File: src/rtl/vga_timing_gen.sv
// VGA pixel-timing generator: clock-enable prescaler, x/y raster counters and registered sync/active decodes.
// Optional frame counter built only when VGA_FRAME_CNT_EN is defined; otherwise frame_cnt is tied to zero.
module vga_timing_gen #(
    parameter int unsigned CLK_DIV  = 2,
    parameter int unsigned H_ACTIVE = 640,
    parameter int unsigned H_FP     = 16,
    parameter int unsigned H_SYNC   = 96,
    parameter int unsigned H_BP     = 48,
    parameter int unsigned V_ACTIVE = 480,
    parameter int unsigned V_FP     = 10,
    parameter int unsigned V_SYNC   = 2,
    parameter int unsigned V_BP     = 33,
    parameter bit          SYNC_POL = 1'b0
) (
    input  logic       clk,
    input  logic       reset,
    output logic       pix_en,
    output logic [9:0] x,
    output logic [9:0] y,
    output logic       active,
    output logic       hsync,
    output logic       vsync,
    output logic       line_start,
    output logic       frame_start,
    output logic [7:0] frame_cnt
);

    localparam int unsigned H_TOTAL = H_ACTIVE + H_FP + H_SYNC + H_BP;
    localparam int unsigned V_TOTAL = V_ACTIVE + V_FP + V_SYNC + V_BP;

    generate
        if (H_TOTAL > 1024 || V_TOTAL > 1024 || CLK_DIV < 1 || CLK_DIV > 16) begin : g_bad_cfg
            $error("vga_timing_gen: illegal timing configuration");
        end
    endgenerate

    localparam logic [3:0]  DIV_LAST = 4'(CLK_DIV - 1);
    localparam logic [9:0]  X_LAST   = 10'(H_TOTAL - 1);
    localparam logic [9:0]  Y_LAST   = 10'(V_TOTAL - 1);
    localparam logic [10:0] X_ACT    = 11'(H_ACTIVE);
    localparam logic [10:0] X_HS_BEG = 11'(H_ACTIVE + H_FP);
    localparam logic [10:0] X_HS_END = 11'(H_ACTIVE + H_FP + H_SYNC);
    localparam logic [10:0] Y_ACT    = 11'(V_ACTIVE);
    localparam logic [10:0] Y_VS_BEG = 11'(V_ACTIVE + V_FP);
    localparam logic [10:0] Y_VS_END = 11'(V_ACTIVE + V_FP + V_SYNC);

    logic [3:0]  div_cnt;
    logic        advance;
    logic        x_wrap;
    logic        y_wrap;
    logic [9:0]  x_nxt;
    logic [9:0]  y_nxt;
    logic [10:0] xn;
    logic [10:0] yn;

    // Decodes are taken from the next position so they land in the same register stage as x/y.
    always_comb begin
        advance = (div_cnt == DIV_LAST);
        x_wrap  = (x == X_LAST);
        y_wrap  = (y == Y_LAST);
        x_nxt   = x_wrap ? '0 : x + 10'd1;
        y_nxt   = y;
        if (x_wrap) begin
            y_nxt = y_wrap ? '0 : y + 10'd1;
        end
        xn = {1'b0, x_nxt};
        yn = {1'b0, y_nxt};
    end

    always_ff @(posedge clk) begin
        if (reset) begin
            div_cnt     <= '0;
            pix_en      <= 1'b0;
            x           <= X_LAST;
            y           <= Y_LAST;
            active      <= 1'b0;
            hsync       <= ~SYNC_POL;
            vsync       <= ~SYNC_POL;
            line_start  <= 1'b0;
            frame_start <= 1'b0;
        end else begin
            pix_en  <= advance;
            div_cnt <= advance ? '0 : div_cnt + 4'd1;
            if (advance) begin
                x           <= x_nxt;
                y           <= y_nxt;
                active      <= (xn < X_ACT) && (yn < Y_ACT);
                hsync       <= (xn >= X_HS_BEG && xn < X_HS_END) ? SYNC_POL : ~SYNC_POL;
                vsync       <= (yn >= Y_VS_BEG && yn < Y_VS_END) ? SYNC_POL : ~SYNC_POL;
                line_start  <= (x_nxt == '0);
                frame_start <= (x_nxt == '0) && (y_nxt == '0);
            end
        end
    end

`ifdef VGA_FRAME_CNT_EN
    // Starts at 8'hFF so the wrap into the first frame after reset reads 0.
    always_ff @(posedge clk) begin
        if (reset) begin
            frame_cnt <= '1;
        end else if (advance && x_wrap && y_wrap) begin
            frame_cnt <= frame_cnt + 8'd1;
        end
    end
`else
    assign frame_cnt = '0;
`endif

endmodule

File: config.mk
export PLATFORM = sky130hd
export DESIGN_NAME = vga_timing_gen
export DESIGN_NICKNAME = d
export VERILOG_FILES = /design/src/rtl/vga_timing_gen.sv
export SDC_FILE = /design/constraint.sdc
export NUM_CORES = 1
export LEC_CHECK = 0
export CORE_MARGIN = 3
export CORE_UTILIZATION = 25
export CTS_BUF_LIST = sky130_fd_sc_hd__clkbuf_8
export DETAILED_ROUTE_END_ITERATION = 8
export HOLD_SLACK_MARGIN = 0.06
export PLACE_DENSITY = 0.54
export SETUP_SLACK_MARGIN = 0.1
export SLEW_MARGIN = 40
export SYNTH_ARGS = -nofsm -noshare
export SYNTH_HDL_FRONTEND = slang
export SYNTH_SLANG_ARGS = --single-unit
File: constraint.sdc
create_clock -name clk -period 3.3 [get_ports clk]
set_input_delay 0.66 -clock clk [delete_from_list [all_inputs] [get_ports clk]]
set_output_delay 0.66 -clock clk [all_outputs]
set_load 0.1 [all_outputs]
==> metrics.cfg <==
[detailed_routing]
post_drt_via_cell_ratio = 4.98
wirelength_um = 5020
dr.pass1.iters = 4
drc = 0
postRouteAntennaNets = 0
drt-initial-drc-count = 196
vias = 1851
wire_per_inst_um = 13.5

[timing]
setup_tns_ps = 0
period_share_pct = 73.6
finalHoldViolations = 0
final_max_slew_viol_count = 0
finalSetupViolations = 0
clock.fmax_mhz = 412
fin_crit_ps = 2430
skew_ps = 3.24
rsz0062_at_grt = false

[yosys]
synth_cell_types = 46
netlist_instances = 254
synth_edf_count = 0
syn_area_per_cell_um2 = 7.48
synth_area_um2 = 1900
ys_warn_count = 0
ys_ff_latch = 30
synthArstFlopShare_pct = 0
ys.flop_type = dfxtp_1
yosysSeqAreaShare_pct = 31.6

[outcome]
outcome = finished clean

[worst_setup_path]
crit_slowest_cell = or4_1
cp.required_ps = 3520
path_buf_inv = 0
crit_family = simple AND/OR/NAND/NOR gates
worst-path-max-fanout = 12
slowest_delay_ps = 560
arrival_ps = 2650
path_class = flip-flop to flip-flop
crit_path_cell_trace = ha_1 > and4_1 > and3_1 > nand2_1 > or4_1 > a21oi_1
setup.worst_path.start_class = flip-flop
endpoint_kind = flip-flop

[cts]
clk_latency_ps = 280
cts_root_buf = clkbuf_8
cts_sinks = 30
ctsResizeCount = 0
ctsHoldBuffers = 0
clk_pin_slew_worst_paths_ps = 70
postCtsSetupBuffers = 0
htree_levels = 2
clk_path_buf_depth = 2
cts_tree = built
cts_buffers = 5

[finish]
n_antenna_cell = 0
drive_gt1_share_pct = 14.3
fillers = 780
finalNonFillerCells = 372
area_growth_pct = 17.3
final_nets = 279

[place]
gp_congestion = 0.865
placed_cells = 364
hpwl_um = 3570
io_buffers = 27

[die]
die_width_um = 93.2
initial_core_util_pct = 25.9
io_pins = 36
num_rows = 31
die_h_um = 93.2
die-area_um2 = 8680
coreArea_um2 = 7330

[grt]
first_global_vias = 1635
overflow = 0
grt_pass1_wl_um = 8210
grt_max_degree = 23
grtUsageTotal_pct = 12.0
antenna_found_initial = 0

[power]
ir_worst_vdd_mv = 0.185
power.density_nw_per_um2 = 704
p_leak_nw = 0.882

[worst_hold_path]
hold_path.class = flip-flop to flip-flop

[run]
cap_viol_max_count = 0

synthesized netlist by cell type (2+ instances only):
cell type | instances | share of area [%]
a31oi_1 | 6 | 2.0
nor4b_1 | 3 | 1.4
inv_1 | 8 | 1.6
or3_1 | 3 | 0.99
o21bai_1 | 2 | 0.79
o21ai_0 | 12 | 3.2
nor4_1 | 3 | 0.99
nand3b_1 | 2 | 0.79
nor3_1 | 9 | 2.4
xnor2_1 | 10 | 4.6
nor2_1 | 32 | 6.3
a211o_1 | 3 | 1.4
a21o_1 | 3 | 1.2
xor2_1 | 2 | 0.92
ha_1 | 5 | 3.3
buf_4 | 8 | 3.2
nand3_1 | 13 | 3.4
a21oi_1 | 22 | 5.8
dfxtp_1 | 30 | 32
or4_1 | 3 | 1.2
and2_1 | 4 | 1.3
nand4_1 | 6 | 2.0
and4_1 | 3 | 1.4
and3_1 | 6 | 2.0
clkbuf_1 | 14 | 2.8
nand2_1 | 22 | 4.3
cells in the final DEF (no fill, tap or decap), types with 2 or more instances in the layout:
cell      instances
nor2_1           32
dfxtp_1          30
buf_4            28
nand2_1          22
a21oi_1          22
nand3_1          13
o21ai_0          12
xnor2_1          10
inv_1             9
nor3_1            9
conb_1            8
and3_1            6
nand4_1           6
a31oi_1           6
clkbuf_8          6
ha_1              5
and2_1            4
nor4b_1           3
and4_1            3
a211o_1           3
or3_1             3
or4_1             3
a21o_1            3
nor4_1            3
o21bai_1          2
nand3b_1          2
xor2_1            2
kinds of logic after synthesis:
group                      after synthesis  synth area share [%]
AOI/OAI and AO/OA                       58                  18.8
xor gates and xnor gates                12                  5.53
adders and majority gates                5                  3.29
buffers and inverters                   33                  8.56
DFF                                     30                  31.6
other                                    1                 0.197
and+or+nand+nor                        115                  32.0
worst reg2reg max path, cell delays in order (launching register included):
cell     delay (ps)
dfxtp_1         410
ha_1            270
and4_1          260
and3_1          420
nand2_1         300
or4_1           560
a21oi_1         140
power by group:
group,internal (W),switching [W]
registers,0.000399,0.0000719
logic,0.000209,0.000581
clock network,0.000165,0.000144
area by class of cell:
cell class,instances,area [µm²],share of cell area (%)
multi-input cells,198,1160,52.2
clock buffers,6,82.6,3.71
repair buffers,29,220,9.88
flip-flops and latches,30,601,27.0
well taps,99,124,5.56
clock inverters,2,8.76,0.393
inverters,8,30.0,1.35
through the flow:
stage	hold WS (ps)	power (W)	utilization [%]	setup WS (ps)	area, µm²
global placement	440	0.00127	29.2	888	2140
floorplan	433	0.00111	-	428	1930
global route	500	0.00167	30.4	590	2230
finish	452	0.00157	30.4	872	2230
detailed placement	442	0.00126	29.2	862	2140
CTS	458	0.00158	30.4	842	2230
final timing paths:
| kind | start | endpoint | slack (ps) | cells past startpoint |
|---|---|---|---|---|
| min | line_start | line_start | 450 | 1 |
| max reg2reg | x[0] | y[4] | 870 | 6 |
| min reg2reg | line_start | line_start | 450 | 1 |
| max | x[0] | y[4] | 870 | 6 |
state kept, by name, summed over array words and instances (netlist names):
name and count:
active 1, hsync 1, vsync 1, y 10
pix_en 1, div_cnt 4, x 10, line_start 1
frame_start 1
layer usage:
| layer | routed length [µm] | GRT usage (%) | part of all wire, % | up-vias |
|---|---|---|---|---|
| li1 | - | - | - | 929 |
| met5 | 0 | 0 | 0 | - |
| met1 | 2380 | 16.6 | 47 | 849 |
| met2 | 2250 | 17.5 | 45 | 67 |
| met4 | 62 | 5.62 | 1.2 | 0 |
| met3 | 319 | 2.74 | 6.4 | 6 |
Note: power is estimated with default switching activity, not from simulation.
==> patch (same flow settings) <==
The parameter `SYNC_POL` goes from 1'b0 to 1'b1.
--- a/src/rtl/vga_timing_gen.sv
+++ b/src/rtl/vga_timing_gen.sv
@@ -12,3 +12,3 @@
     parameter int unsigned V_BP     = 33,
-    parameter bit          SYNC_POL = 1'b0
+    parameter bit          SYNC_POL = 1'b1
 ) (
Function: changed (a bounded check fails within 4 cycles, from zero or initial values and one cycle with reset high).
==> patch against the original RTL <==
- power grew 12%
- critical path depth rose by 1
- sequential cell count stayed put
- wire length is 8.3% higher
- final area grew 5.9%
- area after synthesis increased by 5.5%
- synthesized cell count up 2.8%
- global-route usage is 0.82 points higher
- maximum frequency decreased by 13%
- worst setup slack lost 0.35 ns
- largest power group unchanged
==> patch: results (changes against the original RTL) <==
status: "complete, no violations"
reg_top3: "x: 10 flops, y: 10 flops, div_cnt: 4 flops"
drive_above_1_share: 0.172  # +0.0292
preCtsSetupSlack_ns: 0.566  # -0.296 ns
fin_ws_ns: 0.518  # -0.354 ns
reg2regPathDepth: 7  # +1
placed_area_mm2: 0.00225  # +5.3%
port_buffers: 27  # unchanged
diodes: 0  # unchanged
ir_drop_uv: 226  # +23%
rrSetupSlack_ns: 0.52  # -0.35 ns
finClkSkew_ns: 0.0129  # +0.00969 ns
grt_start_max_net_pins: 23  # unchanged
vias: 1943  # +5.0%
dp_hpwl_mm: 3.99  # +12%
numCtsBuffers: 5  # unchanged
n_fill_cell: 871  # +12%
postSynth.asyncResetShare: 0  # unchanged
clk_latency_ns: 0.29
total_leakage_power_uw: 0.000969  # +9.9%
synth-seq-area-share: 0.300  # -0.0164
nets: 285  # +2.2%
synth_common_cells: "dfxtp_1, nand2_1, nor2_1, clkbuf_1"
crit_start: "x[0]$_SDFFE_PP1P_"
postCtsResizedCells: 0  # unchanged
post_cts_buffers: 0  # unchanged
crit_arrival_ns: 2.99  # +0.34 ns
antenna_found_initial: 0  # unchanged
first_global_vias: 1823  # +11%
worstHoldPathType: "reg2reg"
track_usage: 0.128  # +0.00816
maxSlewHeadroom: 0.519
synth_cell_types: 54  # +17%
drt_iter0_markers: 137  # -30%
endpoint: "frame_start$_SDFFE_PP0P_"
h-tree-depth: 2  # unchanged
cts.clk_slew.worst_paths_ns: 0.08
worstPathMaxFanout: 11  # -1
cts_buffer_depth: 2  # unchanged
grt_first_pass_wirelength_mm: 9.14  # +11%
root_buffer: "clkbuf_8"
synthTopCellsByArea: "dfxtp_1, nand2_1, nor2_1, xor2_1, a21oi_1"
finalWirelength_mm: 5.43  # +8.3%
gp_congestion: 0.890  # +2.9%
yosys_warnings: 0  # unchanged
-- patch: cell count changes in the layout (fill, tap and decap cells not counted), moves of 5 or more --
cell	before	now
xnor2_1	10	5
nand2_1	22	29
xor2_1	2	9
nor2_1	32	22
a21oi_1	22	14
-- patch: report_power, final --
group / leakage (µW) / switching [µW] / internal, µW
clock network: 0.0000579 / 155 / 222
logic: 0.000667 / 635 / 260
registers: 0.000244 / 86.2 / 403
total: 0.000969 / 876 / 885
-- patch: cell families after synthesis --
| kind of cell | Yosys count | synth area share |
|---|---|---|
| buf+inv | 34 | 0.0824 |
| xor+xnor | 14 | 0.0612 |
| compound gates | 63 | 0.217 |
| flops | 30 | 0.300 |
| other cells | 1 | 0.00187 |
| fa+ha+maj | 5 | 0.0312 |
| simple gates | 114 | 0.306 |
-- patch: how the worst min path moves through the flow --
stage	to	from	cells after the start
2_1_floorplan	div_cnt[0]$_SDFF_PP0_	div_cnt[0]$_SDFF_PP0_	1
3_3_place_gp	hsync$_SDFFE_PP0P_	hsync$_SDFFE_PP0P_	2
3_5_place_dp	hsync$_SDFFE_PP0P_	hsync$_SDFFE_PP0P_	2
4_1_cts	hsync$_SDFFE_PP0P_	hsync$_SDFFE_PP0P_	2
5_1_grt	line_start$_SDFFE_PP0P_	line_start$_SDFFE_PP0P_	2
6_report	hsync$_SDFFE_PP0P_	hsync$_SDFFE_PP0P_	2
-- patch: worst max-delay path, stage by stage, from the launching register on --
cell	delay, ns
dfxtp_1	0.48
ha_1	0.40
nand4_1	0.40
nor4_1	0.45
xnor2_1	0.22
o21ai_0	0.13
or4_1	0.43
o31ai_2	0.17
-- patch: per-layer routing --
metal	global-route usage	wire, µm	up-vias
met5	0	0	-
met3	0.0253	342	7
met1	0.177	2530	910
li1	-	-	970
met4	0.0332	54	0
met2	0.202	2500	56
-- patch: area by class of cell --
class                           count  area [µm²]  share of cell area
Multi-Input combinational cell    204        1260               0.536
Sequential cell                    30         602               0.255
Timing Repair Buffer               31         235              0.0997
Tap cell                          102         128              0.0541
Clock buffer                        5        68.8              0.0292
Clock inverter                      3        40.0              0.0170
Inverter                            6        22.5             0.00954
-- patch: per-stage QoR --
step           power (µW)  hold WS [ns]  instances
2_1_floorplan        1210         0.433        268
3_3_place_gp         1390         0.437        373
3_5_place_dp         1390         0.438        373
4_1_cts              1770         0.447        381
5_1_grt              1880         0.470        381
6_report             1760         0.443        381
